<file path="src/rtl/updown_modcounter_pkg.sv">
// Shared types for the up/down modulus counter: terminal-count mode encoding.
package updown_modcounter_pkg;

    // Behaviour of a step taken while the count sits at its terminal value
    typedef enum logic [1:0] {
        MODE_WRAP    = 2'b00,
        MODE_SAT     = 2'b01,
        MODE_ONESHOT = 2'b10,
        MODE_RELOAD  = 2'b11
    } mode_t;

endpackage : updown_modcounter_pkg

</file>
<file path="src/rtl/updown_modcounter_if.sv">
// Signal bundle between a controller (master) and the up/down modulus counter (slave).
// Interface semantics: there is no valid/ready handshake. The master holds R, M, L, E,
// Up, Mode and Div stable around each rising clock; every edge samples them.
// Q, TC and Done are registered outputs and are valid in the cycle after each edge.
interface updown_modcounter_if #(
    parameter int N     = 8,
    parameter int PRE_W = 4
);
    logic [N-1:0]     R;
    logic [N-1:0]     M;
    logic             L;
    logic             E;
    logic             Up;
    logic [1:0]       Mode;
    logic [PRE_W-1:0] Div;
    logic [N-1:0]     Q;
    logic             TC;
    logic             Done;

    modport master (
        output R, M, L, E, Up, Mode, Div,
        input  Q, TC, Done
    );

    modport slave (
        input  R, M, L, E, Up, Mode, Div,
        output Q, TC, Done
    );
endinterface : updown_modcounter_if

</file>
<file path="src/rtl/updown_modcounter_tick_prescaler.sv">
// Enable prescaler: produces one tick per div+1 enabled cycles; clr restarts the phase.
module tick_prescaler
    import updown_modcounter_pkg::*;
#(
    parameter int PRE_W = 4
) (
    input  logic             Clock,
    input  logic             Reset,
    input  logic             clr,
    input  logic             en,
    input  logic [PRE_W-1:0] div,
    output logic             tick
);

    logic [PRE_W-1:0] p_q;
    logic [PRE_W-1:0] p_d;

    // Next phase: clear on load, advance or restart on enabled cycles, freeze otherwise
    always_comb begin
        p_d  = p_q;
        tick = 1'b0;
        if (clr) begin
            p_d = '0;
        end else if (en) begin
            if (p_q == div) begin
                tick = 1'b1;
                p_d  = '0;
            end else begin
                // A div lowered below p_q lets p_q run on and wrap before matching
                p_d = p_q + PRE_W'(1);
            end
        end
    end

    // Phase register
    always_ff @(posedge Clock or posedge Reset) begin
        if (Reset) p_q <= '0;
        else       p_q <= p_d;
    end

endmodule : tick_prescaler

</file>
<file path="src/rtl/updown_modcounter.sv">
// Loadable up/down counter with modulus M, four terminal-count modes, a prescaled
// enable, a one-cycle registered TC pulse and a sticky one-shot Done flag.
module updown_modcounter
    import updown_modcounter_pkg::*;
#(
    parameter int N     = 8,
    parameter int PRE_W = 4
) (
    input  logic              Clock,
    input  logic              Reset,
    updown_modcounter_if.slave bus
);

    logic [N-1:0] q_q, q_d;
    logic         tc_q, tc_d;
    logic         done_q, done_d;

    logic         tick;
    logic         step;
    logic         at_term;
    logic         lands_term;
    logic [N-1:0] q_next;
    mode_t        mode;

    tick_prescaler #(.PRE_W(PRE_W)) u_prescaler (
        .Clock (Clock),
        .Reset (Reset),
        .clr   (bus.L),
        .en    (bus.E),
        .div   (bus.Div),
        .tick  (tick)
    );

    // Step qualification and terminal detection for the current and next count
    always_comb begin
        mode    = mode_t'(bus.Mode);
        step    = tick & ~done_q;
        q_next  = bus.Up ? (q_q + N'(1)) : (q_q - N'(1));
        // Up uses >= so a loaded value above M is treated as already terminal
        at_term    = bus.Up ? (q_q >= bus.M)    : (q_q == '0);
        lands_term = bus.Up ? (q_next >= bus.M) : (q_next == '0);
    end

    // Next count, TC pulse and Done flag: load beats step, step beats hold
    always_comb begin
        q_d    = q_q;
        tc_d   = 1'b0;
        done_d = done_q;
        if (bus.L) begin
            q_d    = bus.R;
            done_d = 1'b0;
        end else if (step) begin
            unique case (mode)
                MODE_WRAP: begin
                    if (at_term) begin
                        q_d  = bus.Up ? '0 : bus.M;
                        tc_d = 1'b1;
                    end else begin
                        q_d = q_next;
                    end
                end
                MODE_RELOAD: begin
                    if (at_term) begin
                        q_d  = bus.R;
                        tc_d = 1'b1;
                    end else begin
                        q_d = q_next;
                    end
                end
                MODE_SAT, MODE_ONESHOT: begin
                    // Steps taken at terminal hold silently; only arriving there pulses TC
                    if (!at_term) begin
                        q_d = q_next;
                        if (lands_term) begin
                            tc_d = 1'b1;
                            if (mode == MODE_ONESHOT) done_d = 1'b1;
                        end
                    end
                end
                default: q_d = q_q;
            endcase
        end
    end

    // Count, TC and Done registers
    always_ff @(posedge Clock or posedge Reset) begin
        if (Reset) begin
            q_q    <= '0;
            tc_q   <= 1'b0;
            done_q <= 1'b0;
        end else begin
            q_q    <= q_d;
            tc_q   <= tc_d;
            done_q <= done_d;
        end
    end

    assign bus.Q    = q_q;
    assign bus.TC   = tc_q;
    assign bus.Done = done_q;

endmodule : updown_modcounter

</file>
<file path="src/flat_wrapper.sv">
// flat-port wrapper written by rule: the top's interface ports become plain ports
module updown_modcounter_flat import updown_modcounter_pkg::*;
#(
    parameter int N     = 8,
    parameter int PRE_W = 4
)
  (Clock, Reset, bus_R, bus_M, bus_L, bus_E, bus_Up, bus_Mode, bus_Div, bus_Q, bus_TC, bus_Done);
  updown_modcounter_if #(.N(N), .PRE_W(PRE_W)) bus_i ();
  input  logic Clock;
  input  logic Reset;
  input wire logic [$bits(bus_i.R)-1:0] bus_R;
  input wire logic [$bits(bus_i.M)-1:0] bus_M;
  input wire logic [$bits(bus_i.L)-1:0] bus_L;
  input wire logic [$bits(bus_i.E)-1:0] bus_E;
  input wire logic [$bits(bus_i.Up)-1:0] bus_Up;
  input wire logic [$bits(bus_i.Mode)-1:0] bus_Mode;
  input wire logic [$bits(bus_i.Div)-1:0] bus_Div;
  output wire logic [$bits(bus_i.Q)-1:0] bus_Q;
  output wire logic [$bits(bus_i.TC)-1:0] bus_TC;
  output wire logic [$bits(bus_i.Done)-1:0] bus_Done;
  assign bus_i.R = bus_R;
  assign bus_i.M = bus_M;
  assign bus_i.L = bus_L;
  assign bus_i.E = bus_E;
  assign bus_i.Up = bus_Up;
  assign bus_i.Mode = bus_Mode;
  assign bus_i.Div = bus_Div;
  assign bus_Q = bus_i.Q;
  assign bus_TC = bus_i.TC;
  assign bus_Done = bus_i.Done;
  updown_modcounter #(.N(N), .PRE_W(PRE_W)) u_core (.Clock(Clock), .Reset(Reset), .bus(bus_i));
endmodule
</file>
<file path="config.mk">
export PLATFORM = sky130hd
export DESIGN_NAME = updown_modcounter_flat
export DESIGN_NICKNAME = d
export VERILOG_FILES = /design/src/rtl/updown_modcounter_pkg.sv /design/src/rtl/updown_modcounter_if.sv /design/src/rtl/updown_modcounter_tick_prescaler.sv /design/src/rtl/updown_modcounter.sv /design/src/flat_wrapper.sv
export SDC_FILE = /design/constraint.sdc
export NUM_CORES = 1
export LEC_CHECK = 0
export CORE_MARGIN = 2
export CORE_UTILIZATION = 48
export CTS_CLUSTER_SIZE = 12
export DETAILED_ROUTE_END_ITERATION = 16
export PLACE_DENSITY = 0.8
export SYNTH_ARGS = -nofsm -noshare
export SYNTH_HDL_FRONTEND = slang
export SYNTH_HIERARCHICAL = 1
export SYNTH_SLANG_ARGS = --single-unit
</file>
<file path="constraint.sdc">
create_clock -name Clock -period 3.15 [get_ports Clock]
set_clock_uncertainty 0.1 [all_clocks]
set_input_delay 0.63 -clock Clock [delete_from_list [all_inputs] [get_ports Clock]]
set_output_delay 0.63 -clock Clock [all_outputs]
set_load 0.01 [all_outputs]
</file>
# --- Word level (Yosys, flattened, before mapping) ---
# Cells that the tools add are included.
# Widths: inputs -> output; s select.
word_totals:
  register_bits: 14
  input_bits: 27
  out_inout_bits: 10
  wordCells: 57
classes:
  add_sub_neg: 3
  n_lt_le_gt_ge: 2
  eq_ne: 6
  n_mux: 28
  n_bitwise: 2
  n_reduce_logical: 12
ops:
  columns: ["cell", "count"]
  rows:
  - ["$mux 8", 7]
  - ["$pmux 8 s3", 1]
  - ["$ge 8x8->1", 2]
  - ["$logic_not 8->1", 2]
  - ["$mux 1", 16]
  - ["$mux 4", 3]
  - ["$reduce_bool 2->1", 5]
  - ["$add 8x1->8 const B", 1]
  - ["$sub 8x1->8 const B", 1]
  - ["$reduce_and 5->1", 1]
  - ["$add 4x1->4 const B", 1]
  - ["$eq 2x2->1 const B", 2]
  - ["$eq 4x4->1", 1]
  - ["$reduce_or 2->1", 2]
  - ["$ne 3x3->1 const B", 1]
  - ["$eq 2x1->1 const B", 1]
  - ["$logic_not 2->1", 1]
  - ["$ne 2x2->1 const B", 1]
  - ["$pmux 1 s2", 1]
  - ["$reduce_and 2->1", 1]
  - ["$and 1x1->1", 1]
  - ["$not 1->1", 1]

# --- Logic depth before layout (Yosys ltp) ---
depth:
  depth_word: 9
  ltp_mapped: 15

# --- Hierarchy ---
# The synthesis kept the hierarchy.
modules_own_cells:
  columns: ["module", "instances", "cells_per_inst", "area_per_inst_um2", "seq_area_each_um2"]
  rows:
  - ["updown_modcounter", 1, 206, 1742.9, 250.2]
  - ["tick_prescaler", 1, 28, 289.0, 100.1]

# --- Least setup slack after synthesis ---
# No wires, ideal clock.
synth_timing:
  path_kind: "input to register"
  startpoint: "in bus_Up"
  endpoint: "reg u_core.done_q (netlist: u_core/bus.Done)"
  setup_ns: 0.078
  arrival_ns: 3.228
  t_required_ns: 2.972
  path_slack_ns: -0.255
  path_stages: 14
  cell_sequence: "buf_6 -> inv_1 -> ha_1 -> a21oi_1 -> o211ai_1 -> a31oi_1 -> xor2_1 -> inv_1 -> ha_1 -> nand2_1 -> or4_1 -> a21oi_1 -> a31oi_1 -> a21oi_1"
synth_via:
  elab_chain_len: 5
  elab_cells_between_ends: 8
  classes_between: "order compare (1); eq/ne (1); mux (3); reduce/logical (3)"
synth_lines:
  columns: ["item", "line_no", "source"]
  rows:
  - ["from (decl)", "flat_wrapper.sv:15", "input wire logic [$bits(bus_i.Up)-1:0] bus_Up;"]
  - ["$mux 8", "updown_modcounter.sv:38", "q_next = bus.Up ? (q_q + N'(1)) : (q_q - N'(1));"]
  - ["$ge 8x8->1 or $logic_not 8->1 (tied branches)", "updown_modcounter.sv:41", "lands_term = bus.Up ? (q_next >= bus.M) : (q_next == '0);"]
  - ["$mux 1", "updown_modcounter.sv:41", null]
  - ["$reduce_bool 2->1 (no line)", null, null]
  - ["$reduce_and 5->1 (no line) (*)", null, null]
  - ["to (signal assigned)", "updown_modcounter.sv:94", "done_q <= done_d;"]
  - ["to (decl)", "updown_modcounter.sv:16", "logic done_q, done_d;"]
# Mark *: on every way between the ends. The rest lies on a longest branch, timed or not.
# A chain may end at the register's enable or synchronous reset.

# --- Worst setup path in the final report ---
layout_timing:
  startpoint: "in bus_M[7]"
  endpoint: "reg u_core.q_q[4] (netlist: u_core/bus.Q[4])"
layout_via:
  elab_chain_len: 6
  elab_cells_between_ends: 9
  classes_between: "order compare (1); eq/ne (1); mux (6); reduce/logical (1)"
layout_lines:
  columns: ["item", "line_no", "source"]
  rows:
  - ["from (decl)", "flat_wrapper.sv:12", "input wire logic [$bits(bus_i.M)-1:0] bus_M;"]
  - ["$ge 8x8->1 (*)", "updown_modcounter.sv:40", "at_term = bus.Up ? (q_q >= bus.M) : (q_q == '0);"]
  - ["$mux 1 (*)", "updown_modcounter.sv:40", null]
  - ["$mux 8 (on tied branches)", "updown_modcounter.sv:63, updown_modcounter.sv:55", null]
  - ["$pmux 8 s3", "updown_modcounter.sv:53", "unique case (mode)"]
  - ["$mux 8", "updown_modcounter.sv:52", "end else if (step) begin"]
  - ["$mux 8", "updown_modcounter.sv:49", "if (bus.L) begin"]
  - ["to (signal assigned)", "updown_modcounter.sv:92", "q_q <= q_d;"]
  - ["to (decl)", "updown_modcounter.sv:14", "logic [N-1:0] q_q, q_d;"]
# Mark *: on every way between the ends. The rest lies on a longest branch, timed or not. The select of a mux whose other input is x is not followed.

==> metrics.txt <==
Synth Warn # 6; CTS tree done; Rel. slew slack 46.8%; crit-path cells clkdlybuf4s50_1 > inv_1 > ha_1 > a21oi_1 > o21ai_0 > a221oi_2 > buf_4 > mux2_2 > a221oi_1 > o31ai_1; vias 2319; Worst-path clk slew 0.06 ns; Slowest cell on crit path clkdlybuf4s50_1; maximum vdd ir drop 0.000181 V; EDFF count, synth 0; CP peak stage delay 0.51 ns; htree depth 1; core area 4030 um^2; Most used DFF post-synth dfrtp_1; row count 23; pwr dens 376 nW/um^2; DRT antenna net count 0; Mapped Cells 234; CTS max path bufs 2; IO Pins 37; Pins Over Slew Limit 0; area grow syn2layout 47.9%; synthesis-stage register bit count 14; Die Span Y 69.1 um; Tcrit/Tclk final ~100%; largest area contributor in the netlist dfrtp_1; setup TNS 0 ns; Hold Violations, Final 0; root buffer cell clkbuf_8; Arr. time, crit path roughly 3.1 ns; Worst Setup Path Type in2reg; Post-Syn Area 2030 um^2; Pre-antenna DRT Iters 5; number of diodes 0; die width approximately 69 um; Max Clock Freq 0.325 GHz; DRC Markers 0; Max Cap Violations 0; Setup-failing EPs final 0; status finished clean; Vias/cell 6.25; worst-skew pair later-pin latency 0.25 ns; Tightest Pin Transition slightly below 0.8 ns; final global-route overflow total 0; LEAKAGE 1.33 nW; Final min period 3.08 ns; final net count 377; Min Hold Slack 0.456 ns; starting density of the core 50.4%; post-DR wirelength/cell 18.5 um; Placer Congestion between 0.9 and 1; Seq/Total Area, Yosys 17.2%; WL final 6.87 mm; Die ar. 4770 um^2; DP HPWL 5.02 mm; post-synth cell types 61; RSZ-0062 raised after global routing yes; largest net degree at the start of global routing 20; Worst Hold Class reg2reg; cell with the most instances after synthesis ha_1; startpoint types input pin; worst-path fanout max 9; clk sinks 14; post-synth top area share 17.2%; Total GRT Usage 27.2%; Worst EP required 3.18 ns; total CTS buffers 3; Async S/R FF share, synth 100%; share of post-route cells with drive strength above 1 31.2%; Commonest cells post-synth ha_1 (27), nand2_1 (23), inv_1 (20); initial antenna violation count 0; syn nets about 290; Worst setup EP type flop; Synth Area per Inst between 8 and 9 um^2; first-pass GRT wire length 10.6 mm; I/O Buffers 36; ranking of synthesized cells by area dfrtp_1 (17%), ha_1 (17%), a22oi_1 (4.4%), nand2_1 (4.2%), inv_1 (3.7%); Iter 0 DRT Violations ~260; vias in the first global route 2271
## area by class of cell
class | count | area [um^2]
Clock buffer | 4 | 55.1
Multi-Input combinational cell | 189 | 1640
Inverter | 20 | 87.6
Sequential cell | 14 | 352
Tap cell | 50 | 62.6
Timing Repair Buffer | 94 | 810
Fill cell | 290 | 1020
## logic make-up after synthesis
logic type | Yosys count | synth area share, %
fa+ha+maj | 28 | 17.6
compound gates | 70 | 26.2
mux | 8 | 4.31
simple gates | 74 | 21.0
flops | 14 | 17.2
buf+inv | 31 | 9.73
xor+xnor | 9 | 3.88
## placed cells by master (no fill, tap or decap), drive strengths merged, types with 4 or more instances in the layout
cell	n
nor4	4
inv	20
nor2	9
a221oi	8
xor2	7
ha	27
clkbuf	4
dfrtp	14
nand2	23
o21ai	8
o31ai	5
buf	59
nand3	7
a22oi	12
clkdlybuf4s50	35
nand2b	10
a21oi	14
and3	4
mux2	6
## what timing repair did
| action | 4_1_cts | 5_1_grt |
|---|---|---|
| gates cloned | 0 | 0 |
| hold buffers | 0 | 0 |
| setup buffers | 11 | 4 |
| endpoints found under the setup margin | 7 | 6 |
| pin swaps | 3 | 11 |
| resized for setup | 8 | 16 |
## where the power goes
part | total [mW] | internal [mW] | switching, mW
Clock | 0.181 | 0.111 | 0.0700
Sequential | 0.216 | 0.194 | 0.0228
Combinational | 0.731 | 0.383 | 0.349
Total | 1.13 | 0.687 | 0.442
## final timing paths
kind | startpoint | end | slack [ns] | cells past startpoint
worst max-delay path | bus_M[7] | u_core/bus.Q[4] | 0.07 | 10
worst min-delay path | u_core/bus.Done | u_core/bus.Done | 0.46 | 2
worst max register to register | u_core/bus.Q[1] | u_core/bus.TC | 0.09 | 13
worst min register to register | u_core/bus.Done | u_core/bus.Done | 0.46 | 2
max in group asynchronous | Reset | u_core/bus.Q[0] | 1.97 | 2
min in group asynchronous | Reset | u_core/u_prescaler/p_q[1] | 0.50 | 2
## state kept, by name, summed over array words and instances (netlist names)
name                    count
u_core/bus.TC               1
u_core/bus.Done             1
u_core/u_prescaler/p_q      4
u_core/bus.Q                8
## critical path, delay by kind of cell
family / cells / cell delay, ns
AOI/OAI and AO/OA: 5 / 0.99
buffers and inverters: 3 / 0.82
muxes: 1 / 0.34
adders and majority gates: 1 / 0.33
## per-stage QoR
stage | setup slack (ns) | instances | cell area, um^2 | util [%] | total power, mW
3_5_place_dp | -0.648 | 353 | 2780 | 68.9 | 0.837
4_1_cts | 0.00262 | 368 | 2930 | 72.8 | 1.08
2_1_floorplan | 0.00708 | 234 | 2150 | - | 0.581
5_1_grt | -0.0305 | 371 | 3010 | 74.6 | 1.18
6_report | 0.0724 | 371 | 3010 | 74.6 | 1.13
3_3_place_gp | -0.537 | 353 | 2780 | 68.9 | 0.808
## layer usage
layer | track usage (%) | vias up | part of all wire [%]
li1 | - | 1065 | -
met3 | 4.68 | 32 | 6.4
met5 | 0 | - | 0
met1 | 33.8 | 1095 | 41
met2 | 46.0 | 127 | 48
met4 | 11.8 | 0 | 4.6
Power figures use the tool's default switching activity.
